===== config.mk =====
export PLATFORM = sky130hd
export DESIGN_NAME = q_sampler
export DESIGN_NICKNAME = d
export VERILOG_FILES = /design/src/rtl/frontend_pkg.sv /design/src/rtl/sample_averager.sv /design/src/rtl/q_sampler.sv
export SDC_FILE = /design/constraint.sdc
export NUM_CORES = 1
export LEC_CHECK = 0
export CELL_PAD_IN_SITES_DETAIL_PLACEMENT = 0
export CELL_PAD_IN_SITES_GLOBAL_PLACEMENT = 1
export CORE_ASPECT_RATIO = 0.6
export CORE_MARGIN = 1
export CORE_UTILIZATION = 43
export DETAILED_ROUTE_END_ITERATION = 10
export DONT_BUFFER_PORTS = 1
export PLACE_DENSITY = 0.82
export SETUP_SLACK_MARGIN = 0.5
export SYNTH_ARGS = -nofsm -noshare
export SYNTH_HDL_FRONTEND = slang
export SYNTH_SLANG_ARGS = --single-unit
export TNS_END_PERCENT = 1

===== constraint.sdc =====
create_clock -name clk -period 2.6 [get_ports clk]
set_clock_uncertainty 0.2 [all_clocks]
set_input_delay 0.13 -clock clk [delete_from_list [all_inputs] [get_ports clk]]
set_output_delay 0.13 -clock clk [all_outputs]
set_load 0.02 [all_outputs]

===== src/rtl/frontend_pkg.sv =====
// -----------------------------------------------------------------------------
// frontend_pkg
// Definitions shared by the measurement front-end and the secant current
// controller: the default data-path width and the q_sampler state encoding.
// No ports (package).
// -----------------------------------------------------------------------------
package frontend_pkg;

   // Width of the current command, ADC samples and the averaged measurement.
   localparam int BUS_WIDTH_DEFAULT = 10;

   // q_sampler measurement-loop states.
   typedef enum logic [2:0] {
      QS_IDLE,     // loop disabled
      QS_SETTLE,   // waiting for the plant to settle after a command change
      QS_START,    // one-cycle conversion request
      QS_WAIT,     // waiting for the conversion result or a timeout
      QS_PUBLISH   // averaged result presented with the ready strobe
   } qs_state_t;

endpackage


===== src/rtl/sample_averager.sv =====
// -----------------------------------------------------------------------------
// sample_averager
// Accumulates ADC samples for one measurement and produces the rounded mean
// of 2**AVG_LOG2 samples. The mean and the done flag look ahead at the sample
// being added, so the caller can register the result on the same edge that
// accepts the final sample.
//
// Ports:
//   clk      in   clock
//   rst      in   synchronous active-high reset
//   i_clear  in   discard the accumulator and sample count
//   i_add    in   add i_data to the accumulator this cycle
//   i_data   in   sample value (BUS_WIDTH)
//   o_done   out  this add completes the set of 2**AVG_LOG2 samples
//   o_avg    out  rounded mean including the sample being added (BUS_WIDTH)
// -----------------------------------------------------------------------------
module sample_averager
   import frontend_pkg::*;
#(
   parameter int BUS_WIDTH = BUS_WIDTH_DEFAULT,
   parameter int AVG_LOG2  = 2
) (
   input  logic                 clk,
   input  logic                 rst,
   input  logic                 i_clear,
   input  logic                 i_add,
   input  logic [BUS_WIDTH-1:0] i_data,
   output logic                 o_done,
   output logic [BUS_WIDTH-1:0] o_avg
);

   localparam int ACC_W   = BUS_WIDTH + AVG_LOG2 + 1;
   localparam int CNT_W   = AVG_LOG2 + 1;
   localparam int SAMPLES = 2 ** AVG_LOG2;
   // Half an LSB of the shifted result; evaluates to 0 when AVG_LOG2 is 0.
   localparam int HALF    = SAMPLES / 2;

   logic [ACC_W-1:0] r_acc;
   logic [CNT_W-1:0] r_count;

   logic [ACC_W-1:0] w_sum;
   logic [ACC_W-1:0] w_rounded;
   logic [ACC_W-1:0] w_shifted;
   logic             w_unused_hi;

   assign w_sum     = r_acc + ACC_W'(i_data);
   assign w_rounded = w_sum + ACC_W'(HALF);
   assign w_shifted = w_rounded >> AVG_LOG2;
   // The rounded mean of in-range samples never exceeds 2**BUS_WIDTH-1, so
   // the bits above BUS_WIDTH are always zero.
   assign w_unused_hi = ^w_shifted[ACC_W-1:BUS_WIDTH];

   assign o_avg  = w_shifted[BUS_WIDTH-1:0];
   assign o_done = i_add && (r_count == CNT_W'(SAMPLES - 1));

   // NOTE: sequential state uses non-blocking assignments so every register
   // samples the pre-edge values regardless of statement order.
   always_ff @(posedge clk) begin
      if (rst || i_clear) begin
         r_acc   <= '0;
         r_count <= '0;
      end else if (i_add) begin
         r_acc   <= w_sum;
         r_count <= r_count + CNT_W'(1);
      end
   end

endmodule


===== src/rtl/q_sampler.sv =====
// -----------------------------------------------------------------------------
// q_sampler
// Measurement front-end for the secant current controller. Waits a settling
// time after every change of the current command, requests a burst of ADC
// conversions, averages them and publishes the result with a ready strobe.
// Runs back-to-back while enabled and the command is stable.
//
// Ports:
//   clk          in   clock
//   rst          in   synchronous active-high reset
//   enable       in   run the measurement loop
//   i_ref        in   current command from the controller (BUS_WIDTH)
//   adc_data     in   conversion result, valid with adc_valid (BUS_WIDTH)
//   adc_valid    in   one-cycle conversion-done strobe
//   adc_start    out  one-cycle conversion request
//   q_measured   out  averaged measurement, held between updates (BUS_WIDTH)
//   ready        out  one-cycle strobe: q_measured updated this cycle
//   busy         out  loop is in any state other than IDLE
//   adc_timeout  out  sticky conversion-timeout flag, cleared only by rst
// -----------------------------------------------------------------------------
module q_sampler
   import frontend_pkg::*;
#(
   parameter int BUS_WIDTH     = BUS_WIDTH_DEFAULT,
   parameter int SETTLE_CYCLES = 64,    // >= 1
   parameter int AVG_LOG2      = 2,     // 0..4
   parameter int ADC_TIMEOUT   = 255    // >= 1
) (
   input  logic                 clk,
   input  logic                 rst,
   input  logic                 enable,
   input  logic [BUS_WIDTH-1:0] i_ref,
   input  logic [BUS_WIDTH-1:0] adc_data,
   input  logic                 adc_valid,
   output logic                 adc_start,
   output logic [BUS_WIDTH-1:0] q_measured,
   output logic                 ready,
   output logic                 busy,
   output logic                 adc_timeout
);

   localparam int SETTLE_W = $clog2(SETTLE_CYCLES + 1);
   localparam int TMO_W    = $clog2(ADC_TIMEOUT + 1);
   localparam logic [SETTLE_W-1:0] SETTLE_LOAD = SETTLE_W'(SETTLE_CYCLES);
   localparam logic [TMO_W-1:0]    TMO_LOAD    = TMO_W'(ADC_TIMEOUT);

   qs_state_t            r_state;
   logic [BUS_WIDTH-1:0] r_i_ref_q;
   logic [SETTLE_W-1:0]  r_settle_cnt;
   logic [TMO_W-1:0]     r_tmo_cnt;
   logic                 r_adc_start;
   logic [BUS_WIDTH-1:0] r_q_measured;
   logic                 r_ready;
   logic                 r_busy;
   logic                 r_adc_timeout;

   logic                 w_ref_changed;
   logic                 w_avg_clear;
   logic                 w_avg_add;
   logic                 w_avg_done;
   logic [BUS_WIDTH-1:0] w_avg_value;

   assign w_ref_changed = (i_ref != r_i_ref_q);

   // The accumulator only survives across START/WAIT; every other state
   // either starts a fresh measurement or has abandoned the current one.
   assign w_avg_clear = (r_state != QS_START) && (r_state != QS_WAIT);
   // A sample arriving together with a command change belongs to the old
   // operating point and is dropped.
   assign w_avg_add   = enable && (r_state == QS_WAIT) && adc_valid && !w_ref_changed;

   sample_averager #(
      .BUS_WIDTH (BUS_WIDTH),
      .AVG_LOG2  (AVG_LOG2)
   ) u_averager (
      .clk     (clk),
      .rst     (rst),
      .i_clear (w_avg_clear),
      .i_add   (w_avg_add),
      .i_data  (adc_data),
      .o_done  (w_avg_done),
      .o_avg   (w_avg_value)
   );

   // Outputs are registered on the transition into the state they belong to,
   // so adc_start is high during START and ready is high during PUBLISH.
   always_ff @(posedge clk) begin
      // NOTE: reset is synchronous: it is just the highest-priority branch
      // of the clocked block, not part of the sensitivity list.
      if (rst) begin
         r_state       <= QS_IDLE;
         r_i_ref_q     <= '0;
         r_settle_cnt  <= '0;
         r_tmo_cnt     <= '0;
         r_adc_start   <= 1'b0;
         r_q_measured  <= '0;
         r_ready       <= 1'b0;
         r_busy        <= 1'b0;
         r_adc_timeout <= 1'b0;
      end else begin
         r_i_ref_q   <= i_ref;
         r_adc_start <= 1'b0;
         r_ready     <= 1'b0;

         if (!enable) begin
            r_state <= QS_IDLE;
            r_busy  <= 1'b0;
         end else begin
            // Every successor of an enabled state is an active state.
            r_busy <= 1'b1;
            case (r_state)
               QS_IDLE: begin
                  r_state      <= QS_SETTLE;
                  r_settle_cnt <= SETTLE_LOAD;
               end

               QS_SETTLE: begin
                  if (w_ref_changed) begin
                     r_settle_cnt <= SETTLE_LOAD;
                  end else if (r_settle_cnt == SETTLE_W'(1)) begin
                     // Counter reaches zero on this edge: settling complete.
                     r_state     <= QS_START;
                     r_adc_start <= 1'b1;
                  end else begin
                     r_settle_cnt <= r_settle_cnt - SETTLE_W'(1);
                  end
               end

               QS_START: begin
                  if (w_ref_changed) begin
                     r_state      <= QS_SETTLE;
                     r_settle_cnt <= SETTLE_LOAD;
                  end else begin
                     r_state   <= QS_WAIT;
                     r_tmo_cnt <= TMO_LOAD;
                  end
               end

               QS_WAIT: begin
                  if (w_ref_changed) begin
                     r_state      <= QS_SETTLE;
                     r_settle_cnt <= SETTLE_LOAD;
                  end else if (adc_valid) begin
                     if (w_avg_done) begin
                        r_state      <= QS_PUBLISH;
                        r_q_measured <= w_avg_value;
                        r_ready      <= 1'b1;
                     end else begin
                        r_state     <= QS_START;
                        r_adc_start <= 1'b1;
                     end
                  end else if (r_tmo_cnt == TMO_W'(1)) begin
                     // Last allowed WAIT cycle without a result: retry the
                     // same sample; the averager count is left untouched.
                     r_adc_timeout <= 1'b1;
                     r_state       <= QS_START;
                     r_adc_start   <= 1'b1;
                  end else begin
                     r_tmo_cnt <= r_tmo_cnt - TMO_W'(1);
                  end
               end

               QS_PUBLISH: begin
                  // A change in any earlier active state already aborted to
                  // SETTLE, so only a change in this cycle needs re-settling.
                  if (w_ref_changed) begin
                     r_state      <= QS_SETTLE;
                     r_settle_cnt <= SETTLE_LOAD;
                  end else begin
                     r_state     <= QS_START;
                     r_adc_start <= 1'b1;
                  end
               end

               default: begin
                  r_state <= QS_IDLE;
                  r_busy  <= 1'b0;
               end
            endcase
         end
      end
   end

   assign adc_start   = r_adc_start;
   assign q_measured  = r_q_measured;
   assign ready       = r_ready;
   assign busy        = r_busy;
   assign adc_timeout = r_adc_timeout;

endmodule

==> impl_metrics.json, run 1 <==
{
  "status": "complete, but fails checks",
  "violations": "negative setup slack",
  "maxCapViolCount": 0,
  "synth_top_area_share_pct": 34.6,
  "die_width_um": 115,
  "async_flop_share_pct": 0,
  "core.rowCount": 24,
  "timing.hold.ws_ns": 0.0255,
  "grt_max_degree": 42,
  "swShare_pct": 24.9,
  "pin_count": 38,
  "cp_data_arrival_time_ns": 2.76,
  "cts_tree": "yes",
  "slowest_delay_ns": 0.40,
  "post_cts_buffers": 0,
  "final_hold_viol_count": 0,
  "utilization_pct": 58.8,
  "core-area_um2": 7330,
  "wl_per_cell_um": 16.3,
  "p_leak_nw": 1.58,
  "pwr-share-comb_pct": 7.6,
  "placed_cell_area_um2": 3630,
  "tns_ns": -0.300,
  "layout.nets": 473,
  "r2r_setup_slack_ns": -0.11,
  "cp-start-kind": "flip-flop",
  "hold_class": "input pin to flip-flop",
  "period_minus_slack_ns": 2.71,
  "cts.clk_slew.worst_paths_ns": 0.06,
  "grt_pass1_vias": 2781,
  "synth_edf_count": 0,
  "slew_viol_final": 0,
  "met1_usage_pct": 31.9,
  "io_buffers": 0,
  "antenna_left": 0,
  "power_density_nw_per_um2": 505,
  "crit_path_max_fanout": 4,
  "yosysSeqAreaShare_pct": 34.6,
  "drc": 0,
  "crit_required_ns": 2.65,
  "worst_pin_slew_ns": 0.701,
  "fin_crit_sh_pct": 104,
  "cp-end-kind": "flip-flop",
  "cts_made_buffers": 9,
  "clock_power_share_pct": 51.2,
  "stdcell_area_um2": 4310,
  "fmax_ghz": 0.370,
  "viasPerCell": 5.54,
  "final.setup.worst_slack_ns": -0.105,
  "crit_path_cell_trace": "ha_4, fa_2, a211oi_4, buf_4, o21bai_1, and3b_1, o211ai_4, nor2_1, xor2_1, a211oi_1",
  "synth-seq-cells": 57,
  "dp.final_hpwl_um": 5810,
  "drive_gt1_share_pct": 26.8,
  "power_frac_seq_pct": 41.1,
  "grt_use_total_pct": 22.6,
  "cts-root-buf": "clkbuf_16",
  "start_util_pct": 45.0,
  "dieArea_um2": 8040,
  "use_met2_pct": 31.7,
  "grt_pass1_wl_um": 13700,
  "irDropWorstVdd_mv": 0.344,
  "syn_to_final_growth_pct": 30.7,
  "insertion_delay_ns": 0.34,
  "ys.flop_type": "dfxtp_1",
  "syn-cell-area_um2": 3300,
  "p_total_mw": 2.18,
  "cts_num_sinks": 57,
  "overflow": 0,
  "slowest_stage": "fa_2",
  "cts-htree-levels": 3,
  "synth_largest_area_cell": "dfxtp_1",
  "switching_power_uw": 542,
  "synth_nets": 431,
  "top_usage_layer": "met1",
  "gr-usage-met3_pct": 7.52,
  "cts_buffer_depth": 2,
  "antenna_cells": 0,
  "antenna_found_initial": 1,
  "ys_types": 62,
  "rsz0062_at_grt": "true",
  "drt_iter0_drc": 153,
  "finalSetupViolations": 4,
  "internal-power_mw": 1.63,
  "syn_area_per_cell_um2": 8.48,
  "gp_congestion": 0.866,
  "num_vias": 2994,
  "wl_um": 8780,
  "dr.pass1.iters": 5,
  "die_height_um": 69.8,
  "ys_top_cells_by_area": "dfxtp_1 35%, ha_1 6.4%, xor2_1 5.8%",
  "num-fill-cells": 654,
  "max_slew_margin_pct": 52.9,
  "syn_inst": 389,
  "yosys_warnings": 0,
  "worst-setup-path-type": "flip-flop to flip-flop"
}
-- kinds of logic (layout without fill, tap and decap cells) --
group	Yosys count	after routing	share of synthesized area, %
simple gates	156	156	25.6
compound gates	102	102	21.7
fa+ha+maj	18	18	7.06
xor+xnor	28	28	7.44
buf+inv	28	75	3.57
flops	57	57	34.6
-- synth_stat cells (3+ instances only) --
master and instances:
a21o_1 7, nor2b_1 14, nand4_1 4, dfxtp_1 57, clkbuf_1 14, nor3_1 5
nor2_1 46, o211ai_1 5, or3_1 3, buf_2 4, and3_1 6, o21ai_0 10
nor3b_1 3, ha_1 17, nand3_1 10, a21oi_1 36, xor2_1 22, nor4_1 4
a311oi_1 4, xnor2_1 6, a31oi_1 4, nand2_1 35, a211oi_1 9, inv_1 9
nand3b_1 3, nand2b_1 6
-- registers in the layout, summed over array words and instances (netlist names) --
name                cells
ready                   1
r_i_ref_q              10
adc_start               1
r_tmo_cnt               8
r_settle_cnt            7
q_measured             10
adc_timeout             1
u_averager.r_acc       12
busy                    1
u_averager.r_count      3
r_state                 3
-- placed cells by master, fill, tap and decap left out, drive strengths merged, types with 3 or more instances in the layout --
cell type / n
nor2: 46
a21oi: 37
clkinvlp: 4
dlygate4sd3: 14
xnor2: 6
nand2b: 6
ha: 17
or3: 3
nand4: 5
nand3b: 4
a31oi: 5
o31ai: 3
nor3b: 3
o211ai: 6
and3: 6
a311oi: 4
inv: 9
dfxtp: 57
clkbuf: 10
buf: 36
nor3: 6
nand3: 11
xor2: 22
a211oi: 11
a21o: 7
nor2b: 14
nand2: 35
o21ai: 12
nor4: 5
-- metal layers --
metal	vias to the layer above	wire length [um]
met5	-	9
met4	2	114
met3	13	653
met2	93	3650
met1	1402	4360
li1	1484	-
-- path summary, 6_finish.rpt --
kind / from / end / cells after the start
worst max register to register: u_averager.r_acc[0] / q_measured[7] / 10
worst max-delay path: u_averager.r_acc[0] / q_measured[7] / 10
worst min register to register: u_averager.r_acc[4] / u_averager.r_acc[4] / 2
worst min-delay path: adc_valid / u_averager.r_count[0] / 3
-- power groups by stage --
stage / clock (mW) / combinational, mW / sequential, mW
after global placement: 0 / 0.118 / 0.911
final: 1.12 / 0.166 / 0.895
after global routing: 1.17 / 0.180 / 0.895
after detailed placement: 0 / 0.119 / 0.912
after CTS: 1.14 / 0.159 / 0.893
after floorplan: 0 / 0.0945 / 0.909
-- stage by stage --
stage	cells	setup WS, ns
after CTS	540	-0.0916
after global routing	540	-0.213
final	540	-0.105
after detailed placement	509	-0.108
after global placement	509	-0.0734
after floorplan	389	-0.0392
-- critical path: cells and delay by family, from the launching register on --
family,cells,cell delay [ns]
flip-flops,1,0.33
AND/OR/NAND/NOR,2,0.34
AO/OA/AOI/OAI,4,0.90
buffers and inverters,1,0.15
XOR/XNOR,1,0.15
adder cells (fa/ha/maj),2,0.56
-- timing repair --
| item | 4_1_cts | 5_1_grt |
|---|---|---|
| hold buffers | 15 | 0 |
| resized for setup | 18 | 44 |
| cloned | 0 | 0 |
| pin swaps | 14 | 41 |
| setup endpoints to repair | 41 | 39 |
| hold endpoints to repair | 43 | 0 |
-- layout make-up --
cell class	instances	area, um^2	area share [%]
multi-input cells	304	2280	52.9
inverters	9	33.8	0.784
repair buffers	50	434	10.1
clock buffers	10	239	5.54
flip-flops and latches	57	1150	26.6
well taps	104	130	3.02
clock inverters	6	43.8	1.02
No activity file was read; power rests on OpenSTA's default activity.
==> run 2, diff against run 1 <==
- ABC_AREA: default -> 1
- CORE_MARGIN: 1 -> 2
- CORE_UTILIZATION: 43 -> 41
- PLACE_DENSITY: 0.82 -> 0.83
==> run 2 against run 1 <==
The run now ends clean. Routed wire length down 0.48%. Via count up 12%. Synthesized area up 7.2%. Sequential power up 0.7%. Setup slack better by 0.43 ns. First-iteration DRC count up 85%. Hold slack better by 0.014 ns. Critical endpoint is now q_measured[4]. Largest cell class unchanged. Largest power group unchanged.
==> impl_metrics.json, run 2 <==
{
  "stdcell_count": 682,
  "slowest_delay_ns": 0.41,
  "maxCapViolCount": 0,
  "num_vias": 3368,
  "synth_largest_area_cell": "dfxtp_1",
  "p_total_mw": 2.25,
  "antenna_cells": 0,
  "ys_top_cells_by_area": "dfxtp_1 32%, nand2_1 13%, inv_1 7.7%",
  "mostFrequentLayoutCell": "nand2_1",
  "cts_made_buffers": 9,
  "yosys-top-cells-count": "119 x nand2_1, 73 x inv_1, 65 x nor2_1, 57 x dfxtp_1, 41 x nand3_1",
  "grt_pass1_vias": 3036,
  "ys_types": 40,
  "final_hold_viol_count": 0,
  "grt_pass1_wl_um": 14400,
  "worst-setup-path-type": "flip-flop to flip-flop",
  "wl_per_cell_um": 12.8,
  "dp.final_hpwl_um": 6150,
  "crit_start": "u_averager.r_acc[0]",
  "slowest_stage": "fa_2",
  "core-area_um2": 8430,
  "worst_pin_slew_ns": 0.750,
  "gp_congestion": 0.842,
  "yosys_warnings": 0,
  "grt_use_total_pct": 19.5,
  "ys.flop_type": "dfxtp_1",
  "layout.nets": 607,
  "cts_num_sinks": 57,
  "insertion_delay_ns": 0.33,
  "antenna_found_initial": 0,
  "antenna_left": 0,
  "cts.clk_slew.worst_paths_ns": 0.05,
  "crit_cells": 15,
  "placed_cells": 634,
  "drt_iter0_drc": 283,
  "crit_path_cell_trace": "ha_4, fa_2, nand2_2, nand2_4, nand2_2, nand2_2, nand2_4, nor2_4, buf_4, buf_4, buf_4, nand2_1, nand2_1, a21oi_2, nor2_1",
  "final.setup.worst_slack_ns": 0.321,
  "placed_cell_area_um2": 3630,
  "cts-root-buf": "clkbuf_16",
  "overflow": 0,
  "tns_ns": 0,
  "synth.most_common_cell": "nand2_1",
  "hold_class": "input pin to flip-flop",
  "synth-seq-cells": 57,
  "syn_area_per_cell_um2": 6.67,
  "layout_common_cells": "109 x nand2_1, 71 x inv_1, 60 x nor2_1",
  "status": "finished, final reports clean",
  "stdcell_area_um2": 4360,
  "r2r_setup_slack_ns": 0.32,
  "fin_crit_sh_pct": 87.6,
  "rsz0062_at_grt": "true",
  "cts_buffer_depth": 2,
  "regToRegStartpoint": "u_averager.r_acc[0]",
  "syn_inst": 530,
  "largest_reg_flops": 12,
  "max_slew_margin_pct": 49.8,
  "crit_path_max_fanout": 4,
  "cpLargestDelayFamily": "simple AND/OR/NAND/NOR gates",
  "pin_count": 38,
  "r2r_cells": 15,
  "start_util_pct": 42.0,
  "p_leak_nw": 2.07,
  "cts-htree-levels": 3,
  "cp-end-kind": "flip-flop",
  "core.rowCount": 26,
  "syn_to_final_growth_pct": 23.3,
  "dr.pass1.iters": 5,
  "regArea_um2": 1140,
  "drc": 0,
  "period_minus_slack_ns": 2.28,
  "irDropWorstVdd_mv": 0.328,
  "syn-cell-area_um2": 3540,
  "fmax_ghz": 0.439,
  "path_buf_inv": 3,
  "multi_input_area_um2": 2180,
  "die_height_um": 75.9,
  "dp_slack_ns": 0.157,
  "io_buffers": 0,
  "yosysSeqAreaShare_pct": 32.3,
  "synth_edf_count": 0,
  "r2r-end": "q_measured[4]",
  "wl_um": 8740,
  "viasPerCell": 4.94,
  "power_density_nw_per_um2": 516,
  "utilization_pct": 51.8,
  "cts_tree": "yes",
  "drive_gt1_share_pct": 14.9,
  "num-fill-cells": 803,
  "synth_nets": 572,
  "critical_path.endpoint": "q_measured[4]",
  "largest_register": "u_averager.r_acc",
  "cp_data_arrival_time_ns": 2.30,
  "grt_max_degree": 25,
  "timing.hold.ws_ns": 0.0397,
  "finalSetupViolations": 0,
  "crit_required_ns": 2.62,
  "cp-start-kind": "flip-flop",
  "slew_viol_final": 0,
  "die_width_um": 124,
  "dieArea_um2": 9410,
  "synth_top_area_share_pct": 32.3,
  "async_flop_share_pct": 0
}
## run 2: area by class of cell
cell class / count / area share (%)
inverters: 80 / 7.03
clock buffers: 13 / 5.74
repair buffers: 33 / 6.83
well taps: 112 / 3.21
flip-flops and latches: 57 / 26.2
multi-input cells: 384 / 50.1
clock inverters: 3 / 0.918
## run 2: worst min path at each step
stage / depth (start not counted) / to / from
2_1_floorplan: 2 / r_i_ref_q[0] / i_ref[0]
3_3_place_gp: 1 / q_measured[0] / rst
3_5_place_dp: 1 / q_measured[0] / rst
4_1_cts: 3 / u_averager.r_acc[1] / adc_data[1]
5_1_grt: 4 / u_averager.r_acc[5] / adc_data[5]
6_report: 5 / r_tmo_cnt[1] / enable
## run 2: worst register-to-register path, stage by stage (launching register included)
cell and delay [ns]:
dfxtp_2 0.33, ha_4 0.17, fa_2 0.41, nand2_2 0.11, nand2_4 0.07, nand2_2 0.07
nand2_2 0.06, nand2_4 0.08, nor2_4 0.05, buf_4 0.12, buf_4 0.12, buf_4 0.12
nand2_1 0.05, nand2_1 0.06, a21oi_2 0.11, nor2_1 0.06
## run 2: power by group
| group | internal [mW] | switching [mW] | leakage (nW) |
|---|---|---|---|
| registers | 0.890 | 0.0107 | 0.464 |
| clock network | 0.763 | 0.381 | 0.144 |
| logic | 0.0880 | 0.117 | 1.47 |
| total | 1.74 | 0.509 | 2.07 |
## run 2: what timing repair did
| action | in CTS | in global routing |
|---|---|---|
| pin swaps | 5 | 12 |
| gates resized for setup | 9 | 31 |
| gates cloned | 0 | 0 |
| endpoints found under the hold margin | 37 | 0 |
| buffers inserted | 4 | 8 |
| hold buffers | 20 | 0 |
| endpoints found under the setup margin | 8 | 39 |
## run 2: per-layer routing
layer | vias to the layer above | routed length [um] | GRT usage [%]
met5 | - | 0 | 0
met2 | 89 | 3400 | 26.4
met4 | 0 | 99 | 4.38
li1 | 1766 | - | -
met1 | 1502 | 4570 | 29.6
met3 | 11 | 664 | 6.48
## run 2: cell families after synthesis
logic type	Yosys count	synth area share [%]
DFF	57	32.3
AOI/OAI and AO/OA	78	11.8
adders and majority gates	18	6.58
buffers and inverters	89	10.2
xor gates and xnor gates	17	4.21
and+or+nand+nor	271	35.0
==> run 3, diff against run 2 <==
- ABC_AREA: 1 -> default
- CORE_UTILIZATION: 41 -> 43
- GPL_ROUTABILITY_DRIVEN: default -> 1
- PLACE_DENSITY: 0.83 -> 0.82
==> run 3 against run 2 <==
The run now ends with negative setup slack left. Hold slack got worse by 0.020 ns. Sequential power down 0.7%. Sequential cell count is the same. Largest power group unchanged. Setup slack got worse by 0.38 ns. Clock power rose by 22%.
==> impl_metrics.json, run 3 (synthesis gave the netlist of run 1 again) <==
{
  "dp.final_hpwl_um": 5940,
  "grt_max_degree": 42,
  "hold_class": "input pin to flip-flop",
  "p_leak_nw": 1.63,
  "core.rowCount": 24,
  "layout.nets": 473,
  "drive_gt1_share_pct": 25.5,
  "cts_buffer_depth": 2,
  "num_vias": 2952,
  "rsz0062_at_grt": "true",
  "cp-end-kind": "flip-flop",
  "slowest_delay_ns": 0.42,
  "slowest_stage": "or4_4",
  "max_slew_margin_pct": 53.8,
  "insertion_delay_ns": 0.34,
  "cp-start-kind": "flip-flop",
  "use_met2_pct": 31.2,
  "cts_made_buffers": 9,
  "cts.clk_slew.worst_paths_ns": 0.05,
  "cts_num_sinks": 57,
  "gp_congestion": 0.910,
  "slew_viol_final": 0,
  "multi_input_area_um2": 2260,
  "pin_count": 38,
  "drc": 0,
  "top_usage_layer": "met1",
  "layout_common_cells": "52 x dfxtp_1, 41 x nor2_1, 34 x a21oi_1",
  "antenna_left": 0,
  "crit_path_cell_trace": "ha_4, fa_2, xor2_2, ha_2, o21ai_1, or4_4, nand3b_4, a31oi_4, xnor2_2, o31ai_2",
  "dieArea_um2": 8410,
  "grt_pass1_wl_um": 14300,
  "period_minus_slack_ns": 2.66,
  "placed_cell_area_um2": 3630,
  "num-fill-cells": 627,
  "swShare_pct": 21.4,
  "switching_power_uw": 525,
  "antenna_cells": 0,
  "die_width_um": 117,
  "wl_um": 8890,
  "final.setup.worst_slack_ns": -0.0604,
  "stdcell_area_um2": 4360,
  "final_hold_viol_count": 0,
  "regArea_um2": 1150,
  "power_density_nw_per_um2": 563,
  "irDropWorstVdd_mv": 0.341,
  "worst_pin_slew_ns": 0.693,
  "crit_required_ns": 2.65,
  "dr.pass1.iters": 4,
  "p_total_mw": 2.45,
  "fin_crit_sh_pct": 102,
  "power_frac_seq_pct": 36.5,
  "wl_per_cell_um": 16.5,
  "cts-htree-levels": 3,
  "cts-root-buf": "clkbuf_16",
  "core-area_um2": 7360,
  "grt_use_total_pct": 22.5,
  "internal-power_mw": 1.93,
  "finalSetupViolations": 3,
  "overflow": 0,
  "drt_iter0_drc": 199,
  "cp_data_arrival_time_ns": 2.71,
  "viasPerCell": 5.47,
  "grt_pass1_vias": 2858,
  "maxCapViolCount": 0,
  "utilization_pct": 59.3,
  "met1_usage_pct": 32.2,
  "die_height_um": 71.8,
  "status": "complete, but fails checks",
  "r2r_setup_slack_ns": -0.06,
  "mostFrequentLayoutCell": "dfxtp_1",
  "fmax_ghz": 0.376,
  "antenna_found_initial": 0,
  "cts_tree": "yes",
  "clock_power_share_pct": 56.4,
  "largest_register": "u_averager.r_acc",
  "violations": "negative setup slack",
  "start_util_pct": 44.8,
  "pwr-share-comb_pct": 7.1,
  "path_buf_inv": 0,
  "syn_to_final_growth_pct": 32.2,
  "worst-setup-path-type": "flip-flop to flip-flop",
  "io_buffers": 0,
  "largest_reg_flops": 12,
  "cpLargestDelayFamily": "adder cells",
  "gr-usage-met3_pct": 9.22,
  "crit_path_max_fanout": 3
}
[run 3: cell count changes in the layout (fill, tap and decap cells not counted), moves of 7 or more]
cell	change
o21ai_1	-10
xor2_1	+10
nand2_2	-11
nor2b_1	+14
a211oi_1	+7
inv_1	-62
buf_4	+17
nor2_1	-19
a21o_1	+7
nand2_1	-76
o21ai_0	-12
nand3_1	-31
[run 3: path summary, 6_finish.rpt]
kind | from | end | cells past startpoint
min reg2reg | u_averager.r_acc[3] | u_averager.r_acc[3] | 2
min | adc_valid | u_averager.r_count[0] | 3
max reg2reg | u_averager.r_acc[0] | q_measured[5] | 10
max | u_averager.r_acc[0] | q_measured[5] | 10
[run 3: worst min-delay path, delay by kind of cell]
kind	cells	cell delay (ns)
XOR/XNOR	1	0.14
AND/OR/NAND/NOR	2	0.24
[run 3: layout make-up]
class / count / area share (%)
sequential: 57 / 26.3
inverter: 9 / 0.775
tap: 104 / 2.98
clock inverter: 5 / 2.35
multi-input combinational: 304 / 51.9
clock buffer: 11 / 5.57
timing repair buffer: 50 / 10.1
[run 3: timing repair]
action                                  in CTS  in global routing
pin swaps                                   16                 29
hold buffers                                15                  0
gates resized for setup                     30                 28
endpoints found under the setup margin      42                 41
endpoints found under the hold margin       43                  0
setup buffers                                0                  0
[run 3: power by group through the flow]
stage	registers (mW)	clock network, mW	logic, mW
5_1_grt	0.896	1.45	0.189
6_report	0.895	1.39	0.174
4_1_cts	0.894	1.41	0.164
3_5_place_dp	0.912	0	0.121
3_3_place_gp	0.911	0	0.120
2_1_floorplan	0.909	0	0.0945
[run 3: routing by layer]
metal | up-vias | part of all wire [%]
met5 | - | 0
met4 | 0 | 0.54
met3 | 4 | 8.7
met2 | 89 | 40
met1 | 1379 | 50
li1 | 1480 | -
[run 3: stage by stage]
| step | TNS (ns) | worst slack, ns | instances | hold slack [ns] |
|---|---|---|---|---|
| 2_1_floorplan | -0.0688 | -0.0392 | 389 | 0.0582 |
| 3_3_place_gp | -0.0944 | -0.0462 | 509 | -0.000494 |
| 3_5_place_dp | -0.264 | -0.112 | 509 | 0.0000771 |
| 4_1_cts | -0.0972 | -0.0389 | 540 | 0.00330 |
| 5_1_grt | -0.552 | -0.159 | 540 | 0.0393 |
| 6_report | -0.127 | -0.0604 | 540 | 0.0194 |
